File: src/rtl/float16_pkg.sv
// float16_pkg -- shared definitions for the binary16 adder.
// Contents: field widths, bias/limit constants, canonical special encodings,
// the binary16 bit-field struct, the operand-class enum and a classifier.
package float16_pkg;

  localparam int EXP_W    = 5;
  localparam int FRAC_W   = 10;
  localparam int EXP_BIAS = 15;
  localparam int EXP_MAX  = 31;

  localparam logic [15:0] QNAN    = 16'h7E00;
  localparam logic [15:0] POS_INF = 16'h7C00;
  localparam logic [15:0] NEG_INF = 16'hFC00;

  typedef struct packed {
    logic              sign;
    logic [EXP_W-1:0]  exp;
    logic [FRAC_W-1:0] frac;
  } fp16_t;

  typedef enum logic [2:0] {
    CLS_ZERO,
    CLS_SUBNORM,
    CLS_NORMAL,
    CLS_INF,
    CLS_NAN
  } fp_class_t;

  function automatic fp_class_t fp16_classify(input fp16_t v);
    if (v.exp == '0) return (v.frac == '0) ? CLS_ZERO : CLS_SUBNORM;
    if (v.exp == '1) return (v.frac == '0) ? CLS_INF : CLS_NAN;
    return CLS_NORMAL;
  endfunction

endpackage

File: src/rtl/float16_lzc.sv
// float16_lzc -- combinational leading-zero counter over a 14-bit significand.
// Ports:
//   value  in   14  significand, bit 13 is the hidden-bit position
//   count  out  4   number of leading zeros (14 when value is all zero)
module float16_lzc (
  input  logic [13:0] value,
  output logic [3:0]  count
);

  // Scanning upward lets the highest set bit win.
  always_comb begin
    count = 4'd14;
    for (int i = 0; i < 14; i++) begin
      if (value[i]) count = 4'(13 - i);
    end
  end

endmodule

File: src/rtl/float16_adder.sv
// float16_adder -- 5-stage pipelined IEEE-754 binary16 adder, round to
// nearest even, one operand pair per clock, no backpressure.
// Ports:
//   clk         in   1   rising-edge clock
//   rst_b       in   1   synchronous active-low reset
//   de_in       in   1   operands valid
//   data_in_01  in   16  operand A
//   data_in_02  in   16  operand B
//   de_out      out  1   result valid, de_in delayed by 5 clocks
//   data_out    out  16  A+B, holds its last value while de_out=0
// Build option: FLOAT16_ADD_SUBNORM_EN enables gradual underflow (subnormal
// inputs and outputs); without it subnormals flush to signed zero.
module float16_adder
  import float16_pkg::*;
(
  input  logic        clk,
  input  logic        rst_b,
  input  logic        de_in,
  input  logic [15:0] data_in_01,
  input  logic [15:0] data_in_02,
  output logic        de_out,
  output logic [15:0] data_out
);

  function automatic logic [4:0] eff_exp(input logic [4:0] e);
    return (e == 5'd0) ? 5'd1 : e;
  endfunction

  logic s1_vld, s2_vld, s3_vld, s4_vld;

  // ---------------- stage 1: unpack, classify, swap ----------------
  fp16_t      op_a, op_b;
  fp_class_t  cls_a, cls_b;
  logic       a_zero, b_zero, a_ge_b;
  logic       x_sign;
  logic [4:0] x_exp, y_exp;
  logic [9:0] x_frac, y_frac;
  logic       s1_special_d;
  logic [15:0] s1_special_val_d;

  assign op_a  = data_in_01;
  assign op_b  = data_in_02;
  assign cls_a = fp16_classify(op_a);
  assign cls_b = fp16_classify(op_b);

`ifdef FLOAT16_ADD_SUBNORM_EN
  assign a_zero = (cls_a == CLS_ZERO);
  assign b_zero = (cls_b == CLS_ZERO);
`else
  assign a_zero = (cls_a == CLS_ZERO) || (cls_a == CLS_SUBNORM);
  assign b_zero = (cls_b == CLS_ZERO) || (cls_b == CLS_SUBNORM);
`endif

  // NaN/Inf/zero operands never need the arithmetic path; their result is
  // decided here and carried alongside the pipeline.
  always_comb begin
    s1_special_d     = 1'b1;
    s1_special_val_d = QNAN;
    if (cls_a == CLS_NAN || cls_b == CLS_NAN)
      s1_special_val_d = QNAN;
    else if (cls_a == CLS_INF && cls_b == CLS_INF)
      s1_special_val_d = (op_a.sign != op_b.sign) ? QNAN : data_in_01;
    else if (cls_a == CLS_INF)
      s1_special_val_d = data_in_01;
    else if (cls_b == CLS_INF)
      s1_special_val_d = data_in_02;
    else if (a_zero && b_zero)
      s1_special_val_d = {op_a.sign & op_b.sign, 15'h0000};
    else if (b_zero)
      s1_special_val_d = data_in_01;
    else if (a_zero)
      s1_special_val_d = data_in_02;
    else
      s1_special_d = 1'b0;
  end

  // Magnitude order follows the {exp,frac} integer order.
  assign a_ge_b = data_in_01[14:0] >= data_in_02[14:0];
  assign x_sign = a_ge_b ? op_a.sign : op_b.sign;
  assign x_exp  = a_ge_b ? op_a.exp  : op_b.exp;
  assign x_frac = a_ge_b ? op_a.frac : op_b.frac;
  assign y_exp  = a_ge_b ? op_b.exp  : op_a.exp;
  assign y_frac = a_ge_b ? op_b.frac : op_a.frac;

  logic        s1_sign, s1_sub, s1_special;
  logic [4:0]  s1_exp, s1_diff;
  logic [10:0] s1_sig_x, s1_sig_y;
  logic [15:0] s1_special_val;

  // ---------------- stage 2: align ----------------
  logic [3:0]  s2_shift_d;
  logic [27:0] s2_ext_d;
  logic [13:0] s2_small_d;

  assign s2_shift_d = (s1_diff > 5'd14) ? 4'd14 : s1_diff[3:0];
  assign s2_ext_d   = {s1_sig_y, 3'b000, 14'h0000} >> s2_shift_d;
  // Bit 0 becomes the sticky bit: OR of everything shifted past it.
  assign s2_small_d = {s2_ext_d[27:15], s2_ext_d[14] | (|s2_ext_d[13:0])};

  logic        s2_sign, s2_sub, s2_special;
  logic [4:0]  s2_exp;
  logic [13:0] s2_big, s2_small;
  logic [15:0] s2_special_val;

  // ---------------- stage 3: add / subtract ----------------
  logic [14:0] s3_sum_d;
  assign s3_sum_d = s2_sub ? ({1'b0, s2_big} - {1'b0, s2_small})
                           : ({1'b0, s2_big} + {1'b0, s2_small});

  logic        s3_sign, s3_special;
  logic [4:0]  s3_exp;
  logic [14:0] s3_sum;
  logic [15:0] s3_special_val;

  // ---------------- stage 4: normalize ----------------
  logic [3:0]  s4_lz;
  logic [5:0]  s4_exp_d;
  logic [13:0] s4_man_d;
  logic        s4_force_d;
  logic [15:0] s4_force_val_d;

  float16_lzc u_lzc (
    .value (s3_sum[13:0]),
    .count (s4_lz)
  );

`ifdef FLOAT16_ADD_SUBNORM_EN
  // Never shift the exponent below 1; a result left without its hidden bit
  // is a subnormal and is packed with exponent field 0 in stage 5.
  logic [4:0] s4_limit, s4_shift;
  assign s4_limit = s3_exp - 5'd1;
  assign s4_shift = ({1'b0, s4_lz} < s4_limit) ? {1'b0, s4_lz} : s4_limit;
`endif

  always_comb begin
    s4_exp_d       = '0;
    s4_man_d       = '0;
    s4_force_d     = s3_special;
    s4_force_val_d = s3_special_val;
    if (!s3_special) begin
      if (s3_sum == '0) begin
        s4_force_d     = 1'b1;
        s4_force_val_d = 16'h0000;
      end else if (s3_sum[14]) begin
        s4_man_d = {s3_sum[14:2], |s3_sum[1:0]};
        s4_exp_d = {1'b0, s3_exp} + 6'd1;
      end else begin
`ifdef FLOAT16_ADD_SUBNORM_EN
        s4_man_d = s3_sum[13:0] << s4_shift;
        s4_exp_d = {1'b0, s3_exp - s4_shift};
`else
        if ({1'b0, s4_lz} >= s3_exp) begin
          s4_force_d     = 1'b1;
          s4_force_val_d = {s3_sign, 15'h0000};
        end else begin
          s4_man_d = s3_sum[13:0] << s4_lz;
          s4_exp_d = {1'b0, s3_exp - {1'b0, s4_lz}};
        end
`endif
      end
    end
  end

  logic        s4_sign, s4_force;
  logic [5:0]  s4_exp;
  logic [13:0] s4_man;
  logic [15:0] s4_force_val;

  // ---------------- stage 5: round, pack ----------------
  logic        s5_round;
  logic [5:0]  s5_field;
  logic [15:0] s5_packed, s5_result;

  assign s5_round  = s4_man[2] & (s4_man[1] | s4_man[0] | s4_man[3]);
  assign s5_field  = s4_man[13] ? s4_exp : 6'd0;
  // A rounding carry out of the fraction ripples into the exponent field,
  // which renormalizes (and turns a top subnormal into the minimum normal).
  assign s5_packed = {s5_field, s4_man[12:3]} + {15'h0000, s5_round};
  assign s5_result = s4_force ? s4_force_val :
                     (s5_packed[15:10] >= 6'(EXP_MAX)) ? (s4_sign ? NEG_INF : POS_INF) :
                     {s4_sign, s5_packed[14:0]};

  // ---------------- registers ----------------
  always_ff @(posedge clk) begin
    if (!rst_b) begin
      s1_vld   <= 1'b0;
      s2_vld   <= 1'b0;
      s3_vld   <= 1'b0;
      s4_vld   <= 1'b0;
      de_out   <= 1'b0;
      data_out <= 16'h0000;
    end else begin
      s1_vld <= de_in;
      s2_vld <= s1_vld;
      s3_vld <= s2_vld;
      s4_vld <= s3_vld;
      de_out <= s4_vld;
      if (s4_vld) data_out <= s5_result;
    end
  end

  always_ff @(posedge clk) begin
    s1_sign        <= x_sign;
    s1_sub         <= op_a.sign ^ op_b.sign;
    s1_exp         <= eff_exp(x_exp);
    s1_diff        <= eff_exp(x_exp) - eff_exp(y_exp);
    s1_sig_x       <= {x_exp != 5'd0, x_frac};
    s1_sig_y       <= {y_exp != 5'd0, y_frac};
    s1_special     <= s1_special_d;
    s1_special_val <= s1_special_val_d;

    s2_sign        <= s1_sign;
    s2_sub         <= s1_sub;
    s2_exp         <= s1_exp;
    s2_big         <= {s1_sig_x, 3'b000};
    s2_small       <= s2_small_d;
    s2_special     <= s1_special;
    s2_special_val <= s1_special_val;

    s3_sign        <= s2_sign;
    s3_exp         <= s2_exp;
    s3_sum         <= s3_sum_d;
    s3_special     <= s2_special;
    s3_special_val <= s2_special_val;

    s4_sign        <= s3_sign;
    s4_exp         <= s4_exp_d;
    s4_man         <= s4_man_d;
    s4_force       <= s4_force_d;
    s4_force_val   <= s4_force_val_d;
  end

endmodule

File: config.mk
export PLATFORM = sky130hd
export DESIGN_NAME = float16_adder
export DESIGN_NICKNAME = d
export VERILOG_FILES = /design/src/rtl/float16_pkg.sv /design/src/rtl/float16_lzc.sv /design/src/rtl/float16_adder.sv
export SDC_FILE = /design/constraint.sdc
export NUM_CORES = 1
export LEC_CHECK = 0
export BUFFER_PORTS_ARGS = -buffer_cell sky130_fd_sc_hd__buf_2
export CELL_PAD_IN_SITES_DETAIL_PLACEMENT = 1
export CELL_PAD_IN_SITES_GLOBAL_PLACEMENT = 1
export CORE_MARGIN = 5
export CORE_UTILIZATION = 30
export DETAILED_ROUTE_END_ITERATION = 12
export PLACE_DENSITY_LB_ADDON = 0.1
export SLEW_MARGIN = 5
export SYNTH_ARGS = -nofsm -noshare
export SYNTH_HDL_FRONTEND = slang
export SYNTH_SLANG_ARGS = --single-unit
File: constraint.sdc
create_clock -name clk -period 6.7 [get_ports clk]
set_input_delay 1.005 -clock clk [delete_from_list [all_inputs] [get_ports clk]]
set_output_delay 1.005 -clock clk [all_outputs]
set_load 0.03 [all_outputs]
; ---- Yosys cells after proc, flatten, opt, wreduce, memory -nomap -nowiden
; Cells that the tools add are included.
[op_classes]
order_cmp = 4
addsub = 6
n_mux = 63
n_reduce_logical = 20
bitwise_logic = 6
shifts = 2
n_eq_ne = 9
[op_table]
columns = operator, n
row1 = $mux 16, 14
row2 = $mux 3, 14
row3 = $mux 4, 9
row4 = $mux 14, 2
row5 = $shr 28x4->28, 1
row6 = $mux 5, 5
row7 = $logic_not 10->1, 2
row8 = $logic_not 5->1, 4
row9 = $mux 10, 2
row10 = $add 16x1->16, 1
row11 = $add 14x14->15, 1
row12 = $ge 15x15->1, 1
row13 = $logic_not 15->1, 1
row14 = $mux 15, 1
row15 = $sub 14x14->15, 1
row16 = $reduce_or 14->1, 1
row17 = $shl 14x4->14, 1
row18 = $mux 1, 12
row19 = $mux 6, 2
row20 = $eq 5x5->1 const B, 2
row21 = $reduce_bool 5->1, 2
row22 = $add 5x1->6 const B, 1
row23 = $eq 3x1->1 const B, 2
row24 = $eq 3x2->1 const B, 2
row25 = other kinds (16), 26
[word_totals]
ff_bits = 197

; ---- Depth between registers and ports, before layout
[depth]
ltp_word = 19
depth_mapped = 16
mapped_depth_nobuf = 15

; ---- Cells and area by module
; Synthesis repeated with hierarchy kept, for this count alone.
[unflattened]
hier_cells = 1004
hier_area_um2 = 9301.4
[modules_own_cells]
columns = mod, area_per_inst_um2, n_inst, seq_area_each_um2, cells_per_inst
row1 = float16_adder, 9155.0, 1, 3943.8, 979
row2 = float16_lzc, 146.4, 1, 0.0, 25

; ---- Least setup slack after synthesis
; Ideal clock, no wire load.
[synth_path]
kind = input to register
startpoint = input data_in_01[0]
endpoint = register s1_diff[4]
stages = 16
slack_ns = 2.470
t_arrival_ns = 4.112
path_cell_list = inv_1 -> ha_1 -> nand2b_1 -> a21o_1 -> a21oi_1 -> o21ai_0 -> a221oi_1 -> o31ai_1 -> clkbuf_1 -> mux2_2 -> ha_1 -> fa_1 -> inv_1 -> a21o_1 -> a21oi_1 -> xnor2_1
[synth_via]
elab_chain_cells = 5
elab_cells_between_ends = 8
[synth_lines]
columns = item, line_no
row1 = "start, declared", float16_adder.sv:19  ; input logic [15:0] data_in_01,
row2 = $ge 15x15->1 (*), float16_adder.sv:78  ; assign a_ge_b = data_in_01[14:0] >= data_in_02[14:0];
row3 = "$mux 5, on equally long branches", "float16_adder.sv:80, float16_adder.sv:82"
row4 = $logic_not 5->1, float16_adder.sv:26  ; return (e == 5'd0) ? 5'd1 : e;
row5 = $mux 5, float16_adder.sv:26
row6 = $sub 5x5->5 (*), float16_adder.sv:206  ; s1_diff <= eff_exp(x_exp) - eff_exp(y_exp);
row7 = "end signal, assigned", float16_adder.sv:206
row8 = "end, declared", float16_adder.sv:86  ; logic [4:0] s1_exp, s1_diff;
; Mark *: on every way between the ends. The rest lies on a longest branch, timed or not.
; A chain may end at the register's enable or synchronous reset.

; ---- Final worst setup path
[layout_path]
startpoint = register s3_sum[13]
endpoint = register s4_force_val[15]
[layout_via]
elab_chain_cells = 6
elab_cells_between_ends = 7
[layout_lines]
columns = item, line_no
row1 = "start, declared", float16_adder.sv:112  ; logic [14:0] s3_sum;
row2 = "start signal, assigned", float16_adder.sv:222  ; s3_sum <= s3_sum_d;
row3 = $mux 4, float16_lzc.sv:14  ; if (value[i]) count = 4'(13 - i);
row4 = $ge 4x5->1, float16_adder.sv:152  ; if ({1'b0, s4_lz} >= s3_exp) begin
row5 = $mux 16, float16_adder.sv:152
row6 = $mux 16, float16_adder.sv:144  ; end else if (s3_sum[14]) begin
row7 = $mux 16 (*), float16_adder.sv:141  ; if (s3_sum == '0) begin
row8 = $mux 16 (*), float16_adder.sv:140  ; if (!s3_special) begin
row9 = net s4_force_val_d[15], float16_adder.sv:120  ; logic [15:0] s4_force_val_d;
row10 = "end signal, assigned", float16_adder.sv:230  ; s4_force_val <= s4_force_val_d;
row11 = "end, declared", float16_adder.sv:167  ; logic [15:0] s4_force_val;
; The timed path passes the listed nets; every way through them passes the cells marked *.

==> results.json <==
{
  "clk_pin_slew_worst_paths_ns": 0.08,
  "drtAntennaViolNets": 0,
  "route.detailed.drc": 0,
  "cts_buffers": 17,
  "ys_ff_latch": 197,
  "final_area_mm2": 0.0102,
  "rows": 63,
  "setup_viol": 0,
  "syn_avg_cell_area_um2": 9.26,
  "htreeDepth": 4,
  "grt_pass1_wl_mm": 38.7,
  "regToRegEndpoint": "s4_force_val[15]",
  "required_ns": 6.98,
  "status": "finished, final reports clean",
  "ios": 52,
  "routed_via_density": 4.87,
  "cts.repair.resized": 0,
  "syn_area_mm2": 0.00894,
  "cp-end-kind": "register",
  "synth_area_leaders": "dfxtp_1, ha_1, mux2_2",
  "clock_skew_ns": 0.0178,
  "slew_headroom_pct": 30.2,
  "holdBufCountCts": 0,
  "antennaDiodeCount": 0,
  "die_area_mm2": 0.0334,
  "fp.dieW_um": 183,
  "grt_pass1_vias": 7110,
  "p_seq_share_pct": 40.5,
  "coreArea_mm2": 0.0296,
  "portBuffers": 51,
  "syn_inst": 965,
  "wl_mm": 24.0,
  "finalCritPeriodShare_pct": 60.7,
  "p_leak_nw": 4.24,
  "power.total_mw": 4.04,
  "async_flop_share_pct": 0,
  "worstMarginPinSlew_ns": 1.04,
  "min_to": "s3_exp[0]",
  "grt.total_usage_pct": 14.5,
  "yosys-top-cells-count": "dfxtp_1, nand2_1, nor2_1",
  "grt-ovfl-total": 0,
  "crit_arrival_ns": 4.35,
  "start_kind": "register",
  "hold_ws_ns": 0.322,
  "synth_edf_count": 0,
  "cts_tree": "yes",
  "cts-root-buf": "clkbuf_16",
  "place_area_mm2": 0.00957,
  "dp_hpwl_mm": 18.9,
  "clk_latency_ns": 0.43,
  "slew_violations": 0,
  "worstRegToRegCells": 11,
  "drive_gt1_share_pct": 13.5,
  "syn_to_final_growth_pct": 13.8,
  "gp_congestion": 0.790,
  "sw_frac_of_total_pct": 38.0,
  "hold_start": "s2_exp[0]",
  "synth_top_area_share_pct": 44.1,
  "clkPwrFrac_pct": 25.3,
  "fmax_mhz": 246,
  "maxCapViolCount": 0,
  "postLayoutSetupSlackWorst_ns": 2.63,
  "vias": 6824,
  "wire_per_inst_um": 17.1,
  "nNetsFinal": 1086,
  "cts_buffer_depth": 2,
  "drtPass1Iterations": 4,
  "synth.distinct_cells": 68,
  "finalHoldViolations": 0,
  "holdPathStages": 0,
  "reg2reg_from": "s3_sum[13]",
  "criticalPathCategory": "reg2reg",
  "hold_class": "reg2reg",
  "tns_ns": 0,
  "switchingPower_mw": 1.54,
  "period_minus_slack_ns": 4.07,
  "rsz0062_at_grt": "no",
  "grt_max_degree": 34,
  "ys_seq_area_share_pct": 44.1,
  "power.density_mw_per_mm2": 397,
  "clock_sinks": 197,
  "die_height_um": 183,
  "synth_ff_type": "dfxtp_1",
  "power_frac_comb_pct": 34.2,
  "p_int_mw": 2.50,
  "worst-path-max-fanout": 16,
  "ys_warn_count": 0,
  "cts_setup_buffers": 0,
  "syn_nets": 1052,
  "antenna_found_initial": 0,
  "yosysTopAreaCell": "dfxtp_1",
  "pre_cts_ws_ns": 2.24,
  "vdd_drop_max_mv": 0.155,
  "start_util_pct": 30.2,
  "r2r_slack_ns": 2.63,
  "synth_most_common_cell": "dfxtp_1",
  "drt-initial-drc-count": 295
}
through the flow:
step	instances	utilization [%]
5_1_grt	1401	34.4
3_5_place_dp	1370	32.4
4_1_cts	1401	34.4
6_report	1401	34.4
3_3_place_gp	1370	32.4
2_1_floorplan	965	-
layout make-up:
cell class	count	area, µm²
fillers	3390	19400
multi-input cells	665	4620
flip-flops and latches	197	3940
well taps	390	488
clock buffers	18	439
repair buffers	54	278
inverters	64	240
clock inverters	13	168
worst max path at each step:
stage | startpoint | end | slack (ns) | depth (start not counted)
floorplan | data_in_01[0] | s1_diff[4] | 2.47 | 16
global placement | data_in_01[0] | s1_diff[4] | 2.32 | 17
detailed placement | data_in_01[0] | s1_diff[4] | 2.24 | 17
CTS | s3_sum[12] | s4_force_val[15] | 2.61 | 10
global route | s3_sum[13] | s4_force_val[15] | 2.23 | 11
finish | s3_sum[13] | s4_force_val[15] | 2.63 | 11
cell usage in the layout, fill, tap and decap left out, types with 4 or more instances in the layout:
| master | Yosys | final |
|---|---|---|
| dfxtp_1 | 197 | 197 |
| or3_1 | 6 | 6 |
| nor2b_1 | 25 | 25 |
| nand2_1 | 74 | 74 |
| o21bai_1 | 5 | 5 |
| mux2i_1 | 32 | 32 |
| buf_2 | 2 | 51 |
| nor4_1 | 13 | 13 |
| inv_1 | 63 | 63 |
| a21o_1 | 11 | 11 |
| mux2_2 | 31 | 31 |
| nor3_1 | 29 | 29 |
| o31ai_1 | 8 | 7 |
| xnor2_1 | 14 | 14 |
| and3_1 | 8 | 8 |
| a21boi_0 | 4 | 4 |
| a31oi_1 | 17 | 17 |
| a221oi_1 | 5 | 5 |
| clkbuf_16 | 0 | 17 |
| nand4_1 | 13 | 13 |
| nor2_1 | 72 | 72 |
| o22ai_1 | 12 | 12 |
| a211oi_1 | 11 | 10 |
| or2_2 | 6 | 6 |
| xor2_1 | 15 | 15 |
| a22oi_1 | 11 | 11 |
| clkinv_8 | 0 | 4 |
| o21a_1 | 7 | 7 |
| ha_1 | 49 | 49 |
| nand2b_1 | 12 | 12 |
| a21oi_1 | 45 | 45 |
| o21ai_0 | 43 | 43 |
| o211ai_1 | 4 | 4 |
| and2_1 | 14 | 14 |
| nand3_1 | 17 | 17 |
power by group through the flow:
stage                     Combinational (mW)  Clock, mW  Sequential (mW)
after detailed placement                1.39          0             1.67
after global routing                    1.54       1.10             1.68
after global placement                  1.40          0             1.67
after floorplan                         1.11          0             1.52
final                                   1.38       1.02             1.64
after CTS                               1.40       1.05             1.64
worst max-delay path, cell delays in order, from the launching register on:
cell and delay (ns):
dfxtp_1 0.49, nor2_1 0.31, nand2_1 0.17, nor2_1 0.35
clkinv_1 0.33, ha_1 0.42, o21a_1 0.20, o31a_1 0.11
o21ai_0 0.35, a31oi_1 0.20, nor2_1 0.82, o22ai_1 0.16
metal layers:
| metal | track usage, % | up-vias | wire length, µm |
|---|---|---|---|
| met1 | 20.0 | 3237 | 12000 |
| met3 | 2.37 | 22 | 503 |
| met5 | 0 | - | 0 |
| met2 | 23.7 | 94 | 11200 |
| li1 | - | 3471 | - |
| met4 | 3.99 | 0 | 354 |
kinds of logic (layout without fill, tap and decap cells):
family          Yosys count  after routing  synth area share, %
mux                      66             66                 8.20
compound gates          216            216                 16.1
simple gates            302            302                 16.7
xor+xnor                 29             29                 2.84
flops                   197            197                 44.1
buf+inv                 103            149                 4.44
fa+ha+maj                52             52                 7.53
state kept, by name, indices dropped and copies added (netlist names), 5 cells and up:
signal and cells:
data_out 16, s1_special_val 16, s2_special_val 16, s3_special_val 16, s4_force_val 16, s3_sum 15
s2_small 14, s4_man 14, s1_sig_x 11, s1_sig_y 11, s2_big 11, s4_exp 6
s1_diff 5, s1_exp 5, s2_exp 5, s3_exp 5
Note: power is estimated with default switching activity, not from simulation.
